`src/rtl/uart_reader_pkg.sv`:
```
// Shared defaults and state encoding for the UART RX word assembler.
package uart_reader_pkg;

  localparam int DEFAULT_UART_READER_BUS_SIZE     = 8;
  localparam int DEFAULT_UART_READER_OUT_BUS_SIZE = 32;
  localparam int DEFAULT_UART_READER_TIMEOUT      = 0;

  typedef enum logic [1:0] {
    UART_READER_STATE_IDLE    = 2'd0,
    UART_READER_STATE_RD_WAIT = 2'd1,
    UART_READER_STATE_RD      = 2'd2
  } uart_reader_state_t;

endpackage

```
`src/rtl/uart_reader.sv`:
```
// Pops bytes from a first-word-fall-through RX FIFO and assembles them,
// byte 0 in the LSBs, into one wide word; an optional timeout aborts stalls.
module uart_reader
  import uart_reader_pkg::*;
#(
  parameter int UART_BUS_SIZE  = DEFAULT_UART_READER_BUS_SIZE,
  parameter int OUT_BUS_SIZE   = DEFAULT_UART_READER_OUT_BUS_SIZE,
  parameter int TIMEOUT_CYCLES = DEFAULT_UART_READER_TIMEOUT
) (
  input  logic                     i_clk,
  input  logic                     i_reset,
  input  logic                     i_uart_empty,
  input  logic [UART_BUS_SIZE-1:0] i_uart_data_rd,
  input  logic                     i_start_rd,
  output logic                     o_uart_rd,
  output logic                     o_rd_end,
  output logic                     o_rd_timeout,
  output logic [OUT_BUS_SIZE-1:0]  o_rd_data
);

  localparam int N     = OUT_BUS_SIZE / UART_BUS_SIZE;
  localparam int PTR_W = $clog2(N) + 1;

  uart_reader_state_t      r_state, w_state_nxt;
  logic [PTR_W-1:0]        r_ptr, w_ptr_nxt;
  logic [OUT_BUS_SIZE-1:0] r_shadow, w_shadow_nxt;
  logic [OUT_BUS_SIZE-1:0] r_rd_data, w_rd_data_nxt;
  logic                    r_uart_rd, w_uart_rd_nxt;
  logic                    r_rd_end, w_rd_end_nxt;
  logic                    r_rd_timeout, w_rd_timeout_nxt;

  logic w_start_acc;
  logic w_ptr_done;
  logic w_pop;
  logic w_wait_empty;
  logic w_timeout_hit;

  assign w_start_acc  = (r_state == UART_READER_STATE_IDLE) && i_start_rd;
  assign w_ptr_done   = (r_ptr == PTR_W'(N));
  assign w_pop        = (r_state == UART_READER_STATE_RD_WAIT) && !w_ptr_done && !i_uart_empty;
  assign w_wait_empty = (r_state == UART_READER_STATE_RD_WAIT) && !w_ptr_done && i_uart_empty;

  // Saturating count of consecutive empty-FIFO waits; cleared on start and on each pop.
  if (TIMEOUT_CYCLES > 0) begin : g_timeout
    localparam int CNT_W = $clog2(TIMEOUT_CYCLES + 1);
    logic [CNT_W-1:0] r_cnt;
    logic             w_cnt_last;

    assign w_cnt_last    = (r_cnt == CNT_W'(TIMEOUT_CYCLES - 1));
    assign w_timeout_hit = w_wait_empty && w_cnt_last;

    always_ff @(posedge i_clk or posedge i_reset) begin
      if (i_reset) begin
        r_cnt <= '0;
      end else if (w_start_acc || w_pop) begin
        r_cnt <= '0;
      end else if (w_wait_empty && !w_cnt_last) begin
        r_cnt <= r_cnt + CNT_W'(1);
      end
    end
  end else begin : g_no_timeout
    assign w_timeout_hit = 1'b0;
  end

  always_ff @(posedge i_clk or posedge i_reset) begin
    if (i_reset) begin
      r_state      <= UART_READER_STATE_IDLE;
      r_ptr        <= '0;
      r_shadow     <= '0;
      r_rd_data    <= '0;
      r_uart_rd    <= 1'b0;
      r_rd_end     <= 1'b0;
      r_rd_timeout <= 1'b0;
    end else begin
      r_state      <= w_state_nxt;
      r_ptr        <= w_ptr_nxt;
      r_shadow     <= w_shadow_nxt;
      r_rd_data    <= w_rd_data_nxt;
      r_uart_rd    <= w_uart_rd_nxt;
      r_rd_end     <= w_rd_end_nxt;
      r_rd_timeout <= w_rd_timeout_nxt;
    end
  end

  always_comb begin
    w_state_nxt = r_state;
    case (r_state)
      UART_READER_STATE_IDLE: begin
        if (i_start_rd) w_state_nxt = UART_READER_STATE_RD_WAIT;
      end
      UART_READER_STATE_RD_WAIT: begin
        if (w_ptr_done)         w_state_nxt = UART_READER_STATE_IDLE;
        else if (!i_uart_empty) w_state_nxt = UART_READER_STATE_RD;
        else if (w_timeout_hit) w_state_nxt = UART_READER_STATE_IDLE;
      end
      UART_READER_STATE_RD: w_state_nxt = UART_READER_STATE_RD_WAIT;
      default:              w_state_nxt = UART_READER_STATE_IDLE;
    endcase
  end

  // The pop strobe lasts one cycle; the following RD cycle lets the FIFO flag settle.
  always_comb begin
    w_ptr_nxt        = r_ptr;
    w_shadow_nxt     = r_shadow;
    w_rd_data_nxt    = r_rd_data;
    w_uart_rd_nxt    = 1'b0;
    w_rd_end_nxt     = r_rd_end;
    w_rd_timeout_nxt = r_rd_timeout;
    case (r_state)
      UART_READER_STATE_IDLE: begin
        if (i_start_rd) begin
          w_rd_end_nxt     = 1'b0;
          w_rd_timeout_nxt = 1'b0;
        end
      end
      UART_READER_STATE_RD_WAIT: begin
        if (w_ptr_done) begin
          w_rd_data_nxt = r_shadow;
          w_rd_end_nxt  = 1'b1;
          w_ptr_nxt     = '0;
        end else if (!i_uart_empty) begin
          for (int b = 0; b < N; b++) begin
            if (r_ptr == PTR_W'(b)) w_shadow_nxt[b*UART_BUS_SIZE +: UART_BUS_SIZE] = i_uart_data_rd;
          end
          w_uart_rd_nxt = 1'b1;
        end else if (w_timeout_hit) begin
          w_rd_timeout_nxt = 1'b1;
          w_ptr_nxt        = '0;
        end
      end
      UART_READER_STATE_RD: begin
        w_ptr_nxt = r_ptr + PTR_W'(1);
      end
      default: begin
        w_ptr_nxt = '0;
      end
    endcase
  end

  assign o_uart_rd    = r_uart_rd;
  assign o_rd_end     = r_rd_end;
  assign o_rd_timeout = r_rd_timeout;
  assign o_rd_data    = r_rd_data;

endmodule

```
`config.mk`:
```
export PLATFORM = sky130hd
export DESIGN_NAME = uart_reader
export DESIGN_NICKNAME = d
export VERILOG_FILES = /design/src/rtl/uart_reader_pkg.sv /design/src/rtl/uart_reader.sv
export SDC_FILE = /design/constraint.sdc
export NUM_CORES = 1
export LEC_CHECK = 0
export BUFFER_PORTS_ARGS = -buffer_cell sky130_fd_sc_hd__buf_2
export CAP_MARGIN = 20
export CORE_ASPECT_RATIO = 1.5
export CORE_MARGIN = 2
export CORE_UTILIZATION = 50
export CTS_CLUSTER_DIAMETER = 40
export DETAILED_ROUTE_END_ITERATION = 6
export GPL_TIMING_DRIVEN = 0
export PLACE_DENSITY = 0.72
export SETUP_SLACK_MARGIN = 0.05
export SLEW_MARGIN = 0
export SYNTH_ARGS = -nofsm -noshare
export SYNTH_HDL_FRONTEND = slang
export SYNTH_SLANG_ARGS = --single-unit
```
`constraint.sdc`:
```
create_clock -name i_clk -period 2.6 [get_ports i_clk]
set_clock_uncertainty 0.1 [all_clocks]
set_input_delay 0.13 -clock i_clk [delete_from_list [all_inputs] [get_ports i_clk]]
set_output_delay 0.13 -clock i_clk [all_outputs]
set_load 0.02 [all_outputs]
```
; ---- After elaboration in Yosys (flattened, before gate mapping)
; Cells that the tools add are included.
[op_classes]
n_mul = 0
muxes = 12
n_div = 0
shifts = 0
order_cmp = 0
n_eq_ne = 9
add_sub_neg = 1
n_reduce_logical = 11
bitwise_logic = 3
[op_table]
columns = cell, n
row1 = $reduce_and 4->1, 4
row2 = $pmux 3 s3, 1
row3 = $eq 3x2->1 const B, 2
row4 = $mux 2, 3
row5 = $pmux 2 s3, 1
row6 = $reduce_and 2->1, 3
row7 = $mux 1, 5
row8 = $ne 2x2->1 const B, 2
row9 = $add 3x1->3 const B, 1
row10 = $eq 3x1->1 const B, 1
row11 = $eq 3x3->1 const B, 1
row12 = $logic_not 3->1, 1
row13 = $mux 3, 1
row14 = $ne 3x3->1 const B, 1
row15 = $not 1->1, 3
row16 = $reduce_and 3->1, 1
row17 = $eq 2x1->1 const B, 1
row18 = $eq 2x2->1 const B, 1
row19 = $logic_not 2->1, 1
row20 = $pmux 1 s2, 1
row21 = $reduce_bool 2->1, 1
[word_totals]
rom_bits = 0
latchBits = 0
mem_bits_rw = 0
input_bits = 12
regBits = 71
memories = 0

; ---- Longest topological paths before layout
[depth]
depth_word = 3
ltp_mapped = 7
depth_no_buf = 5

; ---- Least setup slack after synthesis
; No wires, ideal clock.
[synth_path]
kind = flip-flop to flip-flop
startpoint = reg r_ptr[0]
endpoint = reg r_rd_data[10] (netlist: o_rd_data[10])
t_required_ps = 2375
setup_slack_ps = 735
path_stages_with_launch = 8
t_arrival_ps = 1640
setup_ps = 125
synth_period_minus_slack_ps = 1865
n_path_buf = 2
path_cell_list = dfrtp_1 inv_1 ha_1 nand2_1 or3_1 buf_2 buf_6 mux2_4
[synth_via]
elab_chain_len = 2
[synth_rtl]
columns = element, line
row1 = "start, declared", uart_reader.sv:25  ; logic [PTR_W-1:0] r_ptr, w_ptr_nxt;
row2 = "start signal, assigned", uart_reader.sv:76  ; r_ptr <= w_ptr_nxt;
row3 = $eq 3x3->1, uart_reader.sv:39  ; assign w_ptr_done = (r_ptr == PTR_W'(N));
row4 = $reduce_and 2->1 (no source line), --
row5 = "end signal, assigned", uart_reader.sv:78  ; r_rd_data <= w_rd_data_nxt;
row6 = "end, declared", uart_reader.sv:27  ; logic [OUT_BUS_SIZE-1:0] r_rd_data, w_rd_data_nxt;
; Every way passes these cells.
; A chain may end at the register's enable or synchronous reset.

; ---- Worst setup path in the final report
[layout_path]
startpoint = reg r_ptr[0]
endpoint = reg r_shadow[28]
[layout_via]
elab_chain_len = 3
word_cells_on_any_way = 4
classes_between = eq/ne: 2 / bitwise: 1 / reduce/logical: 1
[layout_rtl]
columns = element, line
row1 = $eq 3x3->1, uart_reader.sv:39
row2 = $not 1->1 (no source line), --
row3 = $reduce_and 4->1 (no source line) *, --
row4 = "end signal, assigned", uart_reader.sv:77  ; r_shadow <= w_shadow_nxt;
row5 = "end, declared", uart_reader.sv:26  ; logic [OUT_BUS_SIZE-1:0] r_shadow, w_shadow_nxt;
; Every way passes the cells marked *; elsewhere a longest branch is shown, timed or not.

==> key figures <==
Status
  – Outcome: finished, final reports clean

Pwr
  – Peak supply drop: 519 µV
  – Combinational power share: 33.2%
  – Power after layout: 4.14 mW
  – P_int: 2.83 mW
  – Share of power burned in registers: 45.2%
  – Clock share of power: 21.6%
  – Net switching power: 1.31 mW
  – Static Leak: 1.90 nW
  – Sw Share: a little under a third
  – Power Density: 1170 nW/µm²

Setup path
  – Worst r2r src: r_ptr[0]$_DFFE_PP0P_
  – Crit Path Category: flop to flop
  – CP Launch Point: r_ptr[0]$_DFFE_PP0P_
  – CP endpoint: r_shadow[28]$_DFFE_PP0P_
  – Reg2reg end: r_shadow[28]$_DFFE_PP0P_
  – Critical Path RT: 2720 ps
  – CP Max Fanout: 8
  – Reg2Reg Depth: 5
  – CP Data Arrival Time: 2140 ps
  – Crit-path max cell delay: 460 ps
  – Critical Path Start Type: flop
  – Slowest cell on the critical path: nand4_1
  – Worst R2R Setup Slack: 580 ps
  – Critical Path End Type: flop
  – Crit-path cells: inv_1 > ha_1 > nand2_1 > nand4_1 > mux2_2

Synth
  – Syn Inst Count: between 150 and 200
  – Multiplexer area fraction after synthesis: slightly below 30%
  – Synth Area per Inst: 16.2 µm²
  – Ys Warns: 0
  – Seq/Total Area, Yosys: 61.4%
  – Synth Area in Simple Gates: 3.33%
  – Cell variety after synth: 25
  – Complex-gate fraction of the synthesized area: 1.12%
  – Synth Register Bits: 71
  – Largest family of logic cells by synthesized area: multiplexers
  – Mapped cell area: approximately 2900 µm²
  – Adder-Cell Fraction of Synth Area: 2.16%
  – Post-synthesis net count: 196
  – Post-synthesis xor/xnor area fraction: 0.303%

STA
  – Worst slew pin tran: 870 ps
  – Highest Clock Rate: between 400 and 500 MHz
  – Number of setup violations in the final report: 0
  – Min Clock Period, post-route: 2020 ps
  – Fin crit share: 77.7%
  – Worst rel slew slack: between 40 and 50%
  – Slew Viols, Final: 0
  – Final Hold Viols: 0
  – RSZ-0062 raised after global routing: no
  – Setup ws final: 581 ps

Hold path
  – Hold Crit Class: input pin to flop
  – Hold Path Origin: i_uart_empty

Die
  – Chip height: 97.2 µm
  – Ports: 47
  – Core area: 5530 µm²
  – Initial Util: 52.3%
  – Die Span X: 66.1 µm
  – DIE AREA: between 6000 and 7000 µm²
  – Rows: 33

Global route
  – Total track usage: 17.6%
  – Initial antenna violation count: 0
  – Vias in the first global route: 1669
  – GRT overflow: 0
  – First-pass GRT wire length: 8340 µm
  – Largest net degree at the start of global routing: 72

Routing
  – Metal-1 WL: 2150 µm
  – DR WL/cell: between 15 and 20 µm
  – Length of routed met3 wiring: 226 µm
  – Max layer used: met4
  – Drt initial violations: 110
  – WL final: 5000 µm
  – DRT Pass-1 Iters: 4
  – Post-DR vias/cell: a little over 5
  – WL met2: around 2500 µm
  – Drt drc: 0
  – DRT antenna net count: 0
  – Vias: 1623

Run
  – Max Cap Viol: 0

Clock tree
  – Clk sinks: 71
  – Clk buf depth: 2
  – TritonCTS buffer count: 9
  – Skew-Pair Late Insertion Delay: ~330 ps
  – CTS tree: yes
  – H-tree Lvls: 3
  – Reg clk slew, reported paths: 70 ps
  – CTS Root Cell: clkbuf_8

Cells and area
  – Nets: 263
  – Most common cell after layout, fill and taps aside: dfrtp_1
  – Design Area, Final: 3530 µm²
  – Most frequent cells in the layout: 71 x dfrtp_1, 48 x buf_2, 33 x mux2_2
  – Layout fillers: 426
  – ANT cells: 0
  – Layout cells sized above 1: between 50% and 60%
  – P&R area growth vs syn: 21.9%

Placed design
  – Dpl hpwl: about 3300 µm
  – Pre-CTS setup slack: 559 ps
  – Post-DP Area: approximately 3200 µm²
  – GP Congestion: 0.759
  – # port buffers: 45
==> timing repair <==
item / in CTS / in global routing
setup buffers: 0 / 0
hold endpoints to repair: 105 / 0
gates resized for setup: 0 / 0
hold buffers: 11 / 0
==> cell type report <==
class | instances | area, µm² | area share [%]
clock buffers | 11 | 151 | 4.29
plain buffers | 7 | 56.3 | 1.60
inverters | 5 | 21.3 | 0.603
clock inverters | 5 | 56.3 | 1.60
repair buffers | 56 | 335 | 9.50
flip-flops and latches | 71 | 1780 | 50.4
well taps | 70 | 87.6 | 2.48
multi-input cells | 96 | 1040 | 29.6
==> through the flow <==
step	utilization (%)	TNS, ps	instances	hold slack [ps]
finish	63.8	0	321	63.8
global route	63.8	0	321	72.5
CTS	63.8	0	321	32.6
detailed placement	58.0	0	294	267
global placement	58.0	-13310	294	303
floorplan	-	0	179	162
==> cell families (layout without fill, tap and decap cells) <==
family,after synthesis,count (layout)
compound gates,6,6
other cells,1,1
flops,71,71
buf+inv,12,84
mux,65,65
xor+xnor,1,1
fa+ha+maj,5,5
simple gates,18,18
==> worst min-delay path by stage <==
| stage | depth (start not counted) | endpoint | slack, ps |
|---|---|---|---|
| 2_1_floorplan | 1 | r_shadow[10]$_DFFE_PP0P_ | 160 |
| 3_3_place_gp | 2 | r_shadow[9]$_DFFE_PP0P_ | 300 |
| 3_5_place_dp | 2 | r_shadow[0]$_DFFE_PP0P_ | 270 |
| 4_1_cts | 3 | r_state[1]$_DFFE_PP0P_ | 30 |
| 5_1_grt | 3 | r_state[1]$_DFFE_PP0P_ | 70 |
| 6_report | 3 | r_state[1]$_DFFE_PP0P_ | 60 |
==> cells in the mapped netlist <==
cell type | n | area (µm²)
a21oi_1 | 1 | 5.00
and3_1 | 2 | 12.5
buf_2 | 3 | 15.0
buf_4 | 1 | 7.51
buf_6 | 3 | 33.8
conb_1 | 1 | 3.75
dfrtp_1 | 71 | 1780
ha_1 | 5 | 62.6
inv_1 | 4 | 15.0
inv_2 | 1 | 3.75
mux2_1 | 2 | 22.5
mux2_2 | 33 | 372
mux2_4 | 29 | 435
mux2i_1 | 1 | 10.0
nand2_1 | 8 | 30.0
nand2b_1 | 1 | 6.26
nand3_1 | 1 | 5.00
nand3b_1 | 1 | 7.51
nand4_1 | 1 | 6.26
nor2_1 | 2 | 7.51
nor4b_2 | 1 | 15.0
o21ai_0 | 4 | 20.0
o31ai_1 | 1 | 7.51
or3_1 | 1 | 6.26
xnor2_1 | 1 | 8.76
==> registers in the layout, indices dropped and copies added (netlist names) <==
register,count
o_rd_data,32
o_rd_end,1
r_state,2
r_shadow,32
r_ptr,3
o_uart_rd,1
==> routing by layer <==
| layer | vias to the layer above | GRT usage, % |
|---|---|---|
| met5 | - | 0 |
| met4 | 0 | 7.54 |
| met3 | 9 | 5.56 |
| met2 | 44 | 26.8 |
| met1 | 813 | 23.1 |
| li1 | 757 | - |
==> critical path: cells and delay by family, from the launching register on <==
kind | cells | cell delay, ps
adders and majority gates | 1 | 250
buffers and inverters | 1 | 90
and+or+nand+nor | 2 | 580
muxes | 1 | 460
DFF | 1 | 440
==> power by group through the flow <==
stage | clock network, mW | logic [mW] | registers (mW)
global placement | 0 | 1.33 | 1.87
floorplan | 0 | 0.732 | 2.11
CTS | 0.921 | 1.39 | 1.88
global route | 0.964 | 1.49 | 1.94
detailed placement | 0 | 1.36 | 1.90
finish | 0.893 | 1.37 | 1.87
No activity file was read; power rests on OpenSTA's default activity.
